`config.mk`:
```
export PLATFORM = sky130hd
export DESIGN_NAME = toggle_debounce
export DESIGN_NICKNAME = d
export VERILOG_FILES = /design/src/rtl/toggle_debounce.sv
export SDC_FILE = /design/constraint.sdc
export NUM_CORES = 1
export LEC_CHECK = 0
export CAP_MARGIN = 25
export CORE_MARGIN = 1
export CORE_UTILIZATION = 56
export CTS_CLUSTER_DIAMETER = 50
export DETAILED_ROUTE_END_ITERATION = 8
export HOLD_SLACK_MARGIN = 0.03
export PLACE_DENSITY = 0.72
export RECOVER_POWER = 100
export SYNTH_ARGS = -nofsm -noshare
export SYNTH_HDL_FRONTEND = slang
export SYNTH_SLANG_ARGS = --single-unit
```
`constraint.sdc`:
```
create_clock -name clk -period 2.3 [get_ports clk]
set_clock_uncertainty 0.2 [all_clocks]
set_input_delay 0.23 -clock clk [delete_from_list [all_inputs] [get_ports clk]]
set_output_delay 0.23 -clock clk [all_outputs]
set_load 0.005 [all_outputs]
```
`src/rtl/toggle_debounce.sv`:
```
// toggle_debounce: conditions a raw, bouncing push-button into a clean
// one-cycle t_out pulse per press (with optional auto-repeat while held),
// and exports the debounced button level.
module toggle_debounce #(
    parameter int DEBOUNCE_CYCLES = 4,
    parameter int REPEAT_DELAY    = 16,
    parameter int REPEAT_PERIOD   = 8
) (
    input  logic clk,
    input  logic reset,
    input  logic btn_in,
    input  logic repeat_en,
    output logic t_out,
    output logic btn_level
);

    // Counters are sized for the largest terminal count they ever approach.
    localparam int MAX_DR  = (DEBOUNCE_CYCLES > REPEAT_DELAY) ? DEBOUNCE_CYCLES : REPEAT_DELAY;
    localparam int MAX_ALL = (MAX_DR > REPEAT_PERIOD) ? MAX_DR : REPEAT_PERIOD;
    localparam int CNT_W   = $clog2(MAX_ALL) + 1;

    localparam logic [CNT_W-1:0] DB_LAST  = CNT_W'(DEBOUNCE_CYCLES - 1);
    localparam logic [CNT_W-1:0] RD_LAST  = CNT_W'(REPEAT_DELAY - 1);
    localparam logic [CNT_W-1:0] RP_LAST  = CNT_W'(REPEAT_PERIOD - 1);
    localparam logic [CNT_W-1:0] CNT_ONE  = CNT_W'(1);
    localparam logic [CNT_W-1:0] CNT_ZERO = '0;

    typedef enum logic [1:0] {
        IDLE,
        PRESS_CHK,
        HELD,
        REL_CHK
    } state_t;

    state_t           state;
    logic             s1;
    logic             btn_sync;
    logic [CNT_W-1:0] db_cnt;
    logic [CNT_W-1:0] rep_cnt;
    logic             first;

    // Synchronizer, debounce/repeat FSM and registered outputs in one process.
    always_ff @(posedge clk) begin
        if (reset) begin
            s1        <= 1'b0;
            btn_sync  <= 1'b0;
            state     <= IDLE;
            db_cnt    <= CNT_ZERO;
            rep_cnt   <= CNT_ZERO;
            first     <= 1'b0;
            t_out     <= 1'b0;
            btn_level <= 1'b0;
        end else begin
            // NOTE: non-blocking assignments, so the FSM below sees last cycle's btn_sync, not this cycle's s1.
            s1       <= btn_in;
            btn_sync <= s1;
            // NOTE: t_out defaults low each edge; only the branches that issue a pulse override it.
            t_out    <= 1'b0;

            case (state)
                IDLE: begin
                    if (btn_sync) begin
                        if (DEBOUNCE_CYCLES == 1) begin
                            state     <= HELD;
                            t_out     <= 1'b1;
                            btn_level <= 1'b1;
                            rep_cnt   <= CNT_ZERO;
                            first     <= 1'b1;
                            db_cnt    <= CNT_ZERO;
                        end else begin
                            state  <= PRESS_CHK;
                            db_cnt <= CNT_ONE;
                        end
                    end
                end

                PRESS_CHK: begin
                    if (!btn_sync) begin
                        // Glitch shorter than the debounce window: drop it silently.
                        state  <= IDLE;
                        db_cnt <= CNT_ZERO;
                    end else if (db_cnt == DB_LAST) begin
                        state     <= HELD;
                        t_out     <= 1'b1;
                        btn_level <= 1'b1;
                        rep_cnt   <= CNT_ZERO;
                        first     <= 1'b1;
                        db_cnt    <= CNT_ZERO;
                    end else begin
                        db_cnt <= db_cnt + CNT_ONE;
                    end
                end

                HELD: begin
                    if (!btn_sync) begin
                        if (DEBOUNCE_CYCLES == 1) begin
                            state     <= IDLE;
                            btn_level <= 1'b0;
                            db_cnt    <= CNT_ZERO;
                        end else begin
                            state  <= REL_CHK;
                            db_cnt <= CNT_ONE;
                        end
                    end else if (!repeat_en) begin
                        rep_cnt <= CNT_ZERO;
                    end else if (rep_cnt == (first ? RD_LAST : RP_LAST)) begin
                        t_out   <= 1'b1;
                        rep_cnt <= CNT_ZERO;
                        first   <= 1'b0;
                    end else begin
                        rep_cnt <= rep_cnt + CNT_ONE;
                    end
                end

                REL_CHK: begin
                    if (btn_sync) begin
                        // Release bounce: resume HELD with repeat timing untouched.
                        state  <= HELD;
                        db_cnt <= CNT_ZERO;
                    end else if (db_cnt == DB_LAST) begin
                        state     <= IDLE;
                        btn_level <= 1'b0;
                        db_cnt    <= CNT_ZERO;
                    end else begin
                        db_cnt <= db_cnt + CNT_ONE;
                    end
                end

                default: state <= IDLE;
            endcase
        end
    end

endmodule
```
==> impl_results.md, run 1 <==
* Static leakage power at 0.380 nW
* End point of the worst hold path: btn_sync$_SDFF_PP0_
* Post-CTS Setup Repair Bufs at 0
* Hold crit path type: flop to flop
* DIE HEIGHT at approximately 42 um
* Mean cell area of the mapped netlist at 8.92 sq um
* Fraction of layout instances using a drive strength above 1 at 10.6%
* Antenna fix cells at 0
* Final min period at 2.08 ns
* Worst Hold Path Cells at 1
* Flops & latches, synth at 17
* Worst hold slack after final layout at 0.259 ns
* Post-CTS Resized at 0
* Commonest cells after routing, fill and taps aside: 17 x dfxtp_1, 9 x o21ai_0, 8 x a21oi_1, 8 x nand3_1
* Wire length after detailed routing at roughly 1800 um
* Number of vias in the routed layout at roughly 810
* Post-CTS Hold Fix Bufs at 0
* Post-place setup slack at 0.231 ns
* H-tree levels at 1
* Number of filler instances in the final layout at around 130
* Pin count of the biggest net entering global routing at 11
* Tightest slew margin relative to the limit at 65.6%
* Num rows at 14
* Number of DRC violations after detailed routing at 0
* Kind of launch point of the worst setup path: flop
* F_max at about 480 MHz
* Clock edge transition at the registers on the reported setup and hold paths at 0.10 ns
* Worst vdd rail ir drop at 496 uV
* Die width at 42.5 um
* Most common cell after layout, fill and taps aside: dfxtp_1
* Antenna violation net count after detailed routing at 0
* Worst stage delay on the critical path at 0.59 ns
* Max Cap Violations at 0
* Effective utilization at floorplan at between 60% and 70%
* P per Cell Area at about 530 nW/um^2
* Number of flops mapped to enable cells by yosys at 0
* Overall die area at about 1800 sq um
* Aggregate negative setup slack at 0 ns
* Slew Limit Fails at 0
* DP HPWL at 1350 um
* Hold path start: s1$_SDFF_PP0_
* Via count normalized by instance count at approximately 6.2
* Starting DRC count in detailed routing at 37
* Final setup margin at 0.217 ns
* Clock buffer count from CTS at 3
* GP Congestion at 0.818
* Post-route fraction of the period consumed by the critical path at 90.6%
* DR WL/cell at 14.1 um
* Final count of hold timing violations at 0
* Type of destination of the critical path: flop
* Cell chosen for the clock root: clkbuf_4
* Kind of critical path: flop to flop
* Fin nets at 124
* Post-synth ARST share at 0%
* Post-synth design cell area at 918 sq um
* Worst path slowest cell: or4b_1
* Number of different library cells in the post-synthesis netlist at 34
* Post-route total power at 0.000547 W
* GRT Resource Usage Total at 23.1%
* Maximum buffer depth of the clock tree at 2
* Router iterations before antenna repair at 4
* Antenna violations before repair at 0
* Commonest register cell after synthesis: dfxtp_1
* Wire length of the first global-routing pass at 3200 um
* Worst reg2reg path startpoint: db_cnt[0]$_SDFFE_PP0P_
* Endpoints failing setup at 0
* Port-buffer cells at 5
* Mapped Cells at between 100 and 150
* R2R Path End: rep_cnt[0]$_SDFFE_PP0P_
* Setup repair after global routing missed its margin: no
* Maximum fanout along the worst path at 7
* Total number of clock tree sinks at 17
* Critical path, cell by cell: ha_1, or4b_1, a211oi_2, and2_4, mux2_2
* Share of the yosys chip area belonging to registers at 37.1%
* Ports placed on the boundary at 6
* Warnings, synthesis at 0
* Transition at the pin with the smallest max-transition slack at 0.502 ns
* Depth of the most critical reg-to-reg path at 5
* Vias in the first global route at 763
* Layout overhead on the synthesized area at 12.0%
* Clock latency on the worst-skew pair at about 0.29 ns
* Result of the run: finished clean
* Leftover overflow at the end of global routing at 0
* Post-Synthesis Net Count at between 100 and 150
* Arr. time, crit path at 2.12 ns
* Clock tree from TritonCTS: yes
* Core Area at 1520 sq um
* Worst EP required at roughly 2.3 ns
* Register-to-register setup slack at 0.22 ns
-- routing by layer --
metal	routed length (um)	vias to the layer above	share of wire, %	track usage [%]
met5	0	-	0	0
met1	859	384	47	29.0
met2	855	19	47	36.9
li1	-	399	-	-
met4	19	0	1.0	11.3
met3	80	4	4.4	5.60
-- critical path: cells and delay by family (launching register included) --
family,cells,cell delay (ns)
muxes,1,0.14
AOI/OAI and AO/OA,1,0.29
and+or+nand+nor,2,0.78
adders and majority gates,1,0.25
DFF,1,0.39
-- area by class of cell --
class                      count  area [sq um]  area share (%)
tap                           16          20.0            1.95
multi-input combinational     78           546            53.0
sequential                    17           340            33.1
inverter                       3          11.3            1.09
clock buffer                   3          22.5            2.19
timing repair buffer          11          83.8            8.15
clock inverter                 1          5.00           0.487
-- sequential cells by signal (all words and copies together) (netlist names), named ones only --
register and count:
s1 1, state 1, db_cnt 5, btn_sync 1
rep_cnt 5, t_out 1, first 1, btn_level 1
-- synth_stat cells (3+ instances only) --
cell type / instances / area share, %
nand3_1: 8 / 4.4
dfxtp_1: 17 / 37
mux2i_1: 3 / 3.3
a21oi_1: 8 / 4.4
inv_1: 3 / 1.2
o21ai_0: 7 / 3.8
nor2b_1: 3 / 2.0
clkbuf_1: 3 / 1.2
nor2_1: 6 / 2.5
ha_1: 6 / 8.2
mux2_2: 3 / 3.7
nand2_1: 5 / 2.0
nor3b_1: 3 / 2.5
-- where the power goes --
group          switching, W  internal (W)
Combinational     0.0000438     0.0000339
Clock             0.0000947     0.0000646
Sequential       0.00000829      0.000302
-- worst max-delay path by stage --
stage	startpoint	cells past startpoint	endpoint	slack (ns)
3_5_place_dp	db_cnt[0]$_SDFFE_PP0P_	5	rep_cnt[0]$_SDFFE_PP0P_	0.23
5_1_grt	state[0]$_SDFFE_PP0P_	8	flop	0.06
2_1_floorplan	state[0]$_SDFFE_PP0P_	6	db_cnt[4]$_SDFFE_PP0P_	0.33
6_report	db_cnt[0]$_SDFFE_PP0P_	5	rep_cnt[0]$_SDFFE_PP0P_	0.22
3_3_place_gp	db_cnt[0]$_SDFFE_PP0P_	5	rep_cnt[0]$_SDFFE_PP0P_	0.31
4_1_cts	db_cnt[0]$_SDFFE_PP0P_	5	rep_cnt[0]$_SDFFE_PP0P_	0.21
-- per-stage QoR --
stage / instance area (sq um) / instances / util, %
global route: 1030 / 129 / 67.5
CTS: 1040 / 129 / 68.2
floorplan: 918 / 103 / -
finish: 1030 / 129 / 67.5
detailed placement: 1010 / 125 / 66.4
global placement: 1010 / 125 / 66.4
-- cells by family after synthesis --
group / synth area share [%]
and+or+nand+nor: 24.0
AOI/OAI and AO/OA: 18.4
DFF: 37.1
buffers and inverters: 3.54
muxes: 6.95
adders and majority gates: 8.17
xor gates and xnor gates: 1.91
Note: power is estimated with default switching activity, not from simulation.
==> run 2: changes to the inputs <==
Settings changed: ABC_AREA set to 1, CORE_UTILIZATION 56 to 60, DONT_BUFFER_PORTS set to 1, TNS_END_PERCENT set to 100.
==> impl_results.md, run 2 <==
* Mapped Cells at 129 (+25%)
* Type of destination of the critical path: flop
* Router iterations before antenna repair at 4 (unchanged)
* Slew Limit Fails at 0 (unchanged)
* Largest registers ranked by flip-flop count: db_cnt (5), rep_cnt (5)
* Transition at the pin with the smallest max-transition slack at 0.488 ns (-0.0133 ns)
* Clock buffer count from CTS at 3 (unchanged)
* Maximum buffer depth of the clock tree at 2 (unchanged)
* Final min period at 1.83 ns (-0.256 ns)
* Fin nets at 146 (+18%)
* F_max at 548 MHz (+14%)
* Count leader, synth: nand2_1
* Max Cap Violations at 0 (unchanged)
* Register area at 340 sq um (unchanged)
* Share of the yosys chip area belonging to registers at 36.4% (-0.64 points)
* Kind of critical path: flop to flop
* Post-synth design cell area at 935 sq um (+1.8%)
* Fraction of layout instances using a drive strength above 1 at 8.89% (-1.7 points)
* Mean cell area of the mapped netlist at 7.25 sq um (-19%)
* DIE HEIGHT at 41.5 um (-2.4%)
* Topmost layer with routed signal wires: met4
* Flops & latches, synth at 17 (unchanged)
* Commonest register cell after synthesis: dfxtp_1
* Post-route total power at 0.000747 W (+36%)
* GP Congestion at 0.813 (-0.67%)
* Number of filler instances in the final layout at 122 (-7.6%)
* DP HPWL at 1260 um (-6.9%)
* Kind of launch point of the worst setup path: flop
* Antenna violation net count after detailed routing at 0 (unchanged)
* Setup crit start: db_cnt[0]$_SDFFE_PP0P_
* Post-route fraction of the period consumed by the critical path at 79.4% (-11 points)
* Pin count of the biggest net entering global routing at 14 (+3)
* H-tree levels at 1 (unchanged)
* Wire length of the first global-routing pass at 2840 um (-11%)
* Commonest cells after routing, fill and taps aside: 33 x nand2_1, 17 x dfxtp_1, 16 x nor2_1
* Worst EP required at 2.30 ns (-0.04 ns)
* Wire length the detailed router placed on met1 at 878 um (+2.2%)
* Leftover overflow at the end of global routing at 0 (unchanged)
* Proportion of netlist area held by the largest area contributor at 36.4% (-0.64 points)
* Number of different library cells in the post-synthesis netlist at 25 (-26%)
* Antenna fix cells at 0 (unchanged)
* Number of DRC violations after detailed routing at 0 (unchanged)
* P per Cell Area at 755 nW/um^2 (+42%)
* Via count normalized by instance count at 5.67 (-9.3%)
* Worst hold slack after final layout at 0.0802 ns (-0.178 ns)
* Num rows at 13 (-1)
* Detailed route wirelength on metal2 at 694 um (-19%)
* Total non-filler cell area in the finished layout at 988 sq um (-3.9%)
* Area of the multi-input gates at 508 sq um (-6.9%)
* Endpoint of the most critical setup path: rep_cnt[0]$_SDFFE_PP0P_
* Endpoints failing setup at 0 (unchanged)
* Overall die area at 1720 sq um (-4.8%)
* Vias in the first global route at 657 (-14%)
* Port-buffer cells at 0 (-5)
* Maximum fanout along the worst path at 7 (unchanged)
* GRT Resource Usage Total at 20.7% (-2.5 points)
* Post-Synthesis Net Count at 139 (+23%)
* Arr. time, crit path at 1.82 ns (-0.30 ns)
* Register-to-register setup slack at 0.47 ns (+0.26 ns)
* Ports placed on the boundary at 6 (unchanged)
* Number of vias in the routed layout at 850 (+5.5%)
* Setup repair after global routing missed its margin: no
* Core Area at 1370 sq um (-10%)
* Library cell occupying the most area in the post-synthesis netlist: dfxtp_1
* DR WL met3 at 105 um (+31%)
* Warnings, synthesis at 0 (unchanged)
* Leading post-synthesis cells by cell area: dfxtp_1 36%, nand2_1 12%, ha_1 8.0%, nor2_1 6.0%, a21oi_1 5.9%
* Hold crit path type: primary input to flop
* Antenna violations before repair at 0 (unchanged)
* Wire length after detailed routing at 1700 um (-6.3%)
* Starting DRC count in detailed routing at 34 (-8.1%)
* Die width at 41.5 um (-2.4%)
* Post-placement cell area at 950 sq um (-6.2%)
* Most common cell after layout, fill and taps aside: nand2_1
* Total number of clock tree sinks at 17 (unchanged)
* Effective utilization at floorplan at 68.4% (+8.1 points)
* Depth of the most critical reg-to-reg path at 9 (+4)
* Aggregate negative setup slack at 0 ns (unchanged)
* Clock edge transition at the registers on the reported setup and hold paths at 0.10 ns (about the same)
* Tightest slew margin relative to the limit at 67.3% (+1.7 points)
* Post-CTS Setup Repair Bufs at 0 (unchanged)
* Top cell types by occurrence after synthesis: 31 x nand2_1, 17 x dfxtp_1, 15 x nor2_1
* Clock latency on the worst-skew pair at 0.29 ns (about the same)
* Cell chosen for the clock root: clkbuf_4
* Final count of hold timing violations at 0 (unchanged)
* Result of the run: finished clean
* Worst reg2reg path startpoint: db_cnt[0]$_SDFFE_PP0P_
* Worst vdd rail ir drop at 509 uV (+2.5%)
* Post-synth ARST share at 0% (unchanged)
* R2R Path End: rep_cnt[0]$_SDFFE_PP0P_
* Static leakage power at 0.447 nW (+18%)
* Layout overhead on the synthesized area at 5.76%
* DR WL/cell at 11.3 um (-19%)
* Clock tree from TritonCTS: yes
* Number of flops mapped to enable cells by yosys at 0 (unchanged)
run 2: changes by cell type in the layout (fill, tap and decap cells not counted), sizes merged, moves of 4 or more:
cell   before  now
a21oi       8   12
nand2       5   36
nor2        6   16
inv         3   15
o21ai       9    5
run 2: through the flow:
step	util [%]	setup WS [ns]	instances
floorplan	-	0.807	129
global placement	69.5	0.631	143
detailed placement	69.5	0.629	143
CTS	73.7	0.595	150
global route	72.3	0.300	150
finish	72.3	0.474	150
run 2: cells by family after synthesis:
logic type / synth area share (%)
AOI/OAI and AO/OA: 14.2
and+or+nand+nor: 32.1
xor gates and xnor gates: 1.87
buffers and inverters: 7.36
DFF: 36.4
adders and majority gates: 8.03
run 2: layer usage:
metal	vias to the layer above	track usage (%)
met5	-	0
met4	0	7.74
met3	2	3.91
met2	24	26.9
met1	394	33.0
li1	430	-
run 2: layout make-up:
cell class	count	area share, %
flip-flops and latches	17	34.4
clock buffers	3	2.28
inverters	16	6.46
well taps	15	1.90
multi-input cells	95	51.4
repair buffers	3	3.04
clock inverters	1	0.506
run 2: how the worst min path moves through the flow:
stage,endpoint,from,cells past startpoint
final,rep_cnt[1]$_SDFFE_PP0P_,repeat_en,4
after global routing,rep_cnt[3]$_SDFFE_PP0P_,repeat_en,4
after CTS,rep_cnt[1]$_SDFFE_PP0P_,repeat_en,4
after detailed placement,db_cnt[3]$_SDFFE_PP0P_,reset,1
after global placement,rep_cnt[3]$_SDFFE_PP0P_,reset,1
after floorplan,s1$_SDFF_PP0_,btn_in,2
run 2: repair_timing:
action / 4_1_cts / 5_1_grt
hold buffers: 3 / 0
hold endpoints to repair: 17 / 0
gates resized for setup: 0 / 0
run 2: critical path, cell delays in order (launching register included):
cell and delay (ns):
dfxtp_1 0.35, ha_1 0.22, inv_1 0.07, nor2_1 0.04
nand2_1 0.15, nand2_1 0.12, nand2_4 0.11, clkinvlp_2 0.23
a21oi_1 0.19, nor2_1 0.05
run 2: report_power, final:
group | internal (W) | leakage (nW) | switching [W]
Sequential | 0.000319 | 0.138 | 0.0000223
Clock | 0.0000648 | 0.0177 | 0.0000960
Combinational | 0.0000849 | 0.291 | 0.000160
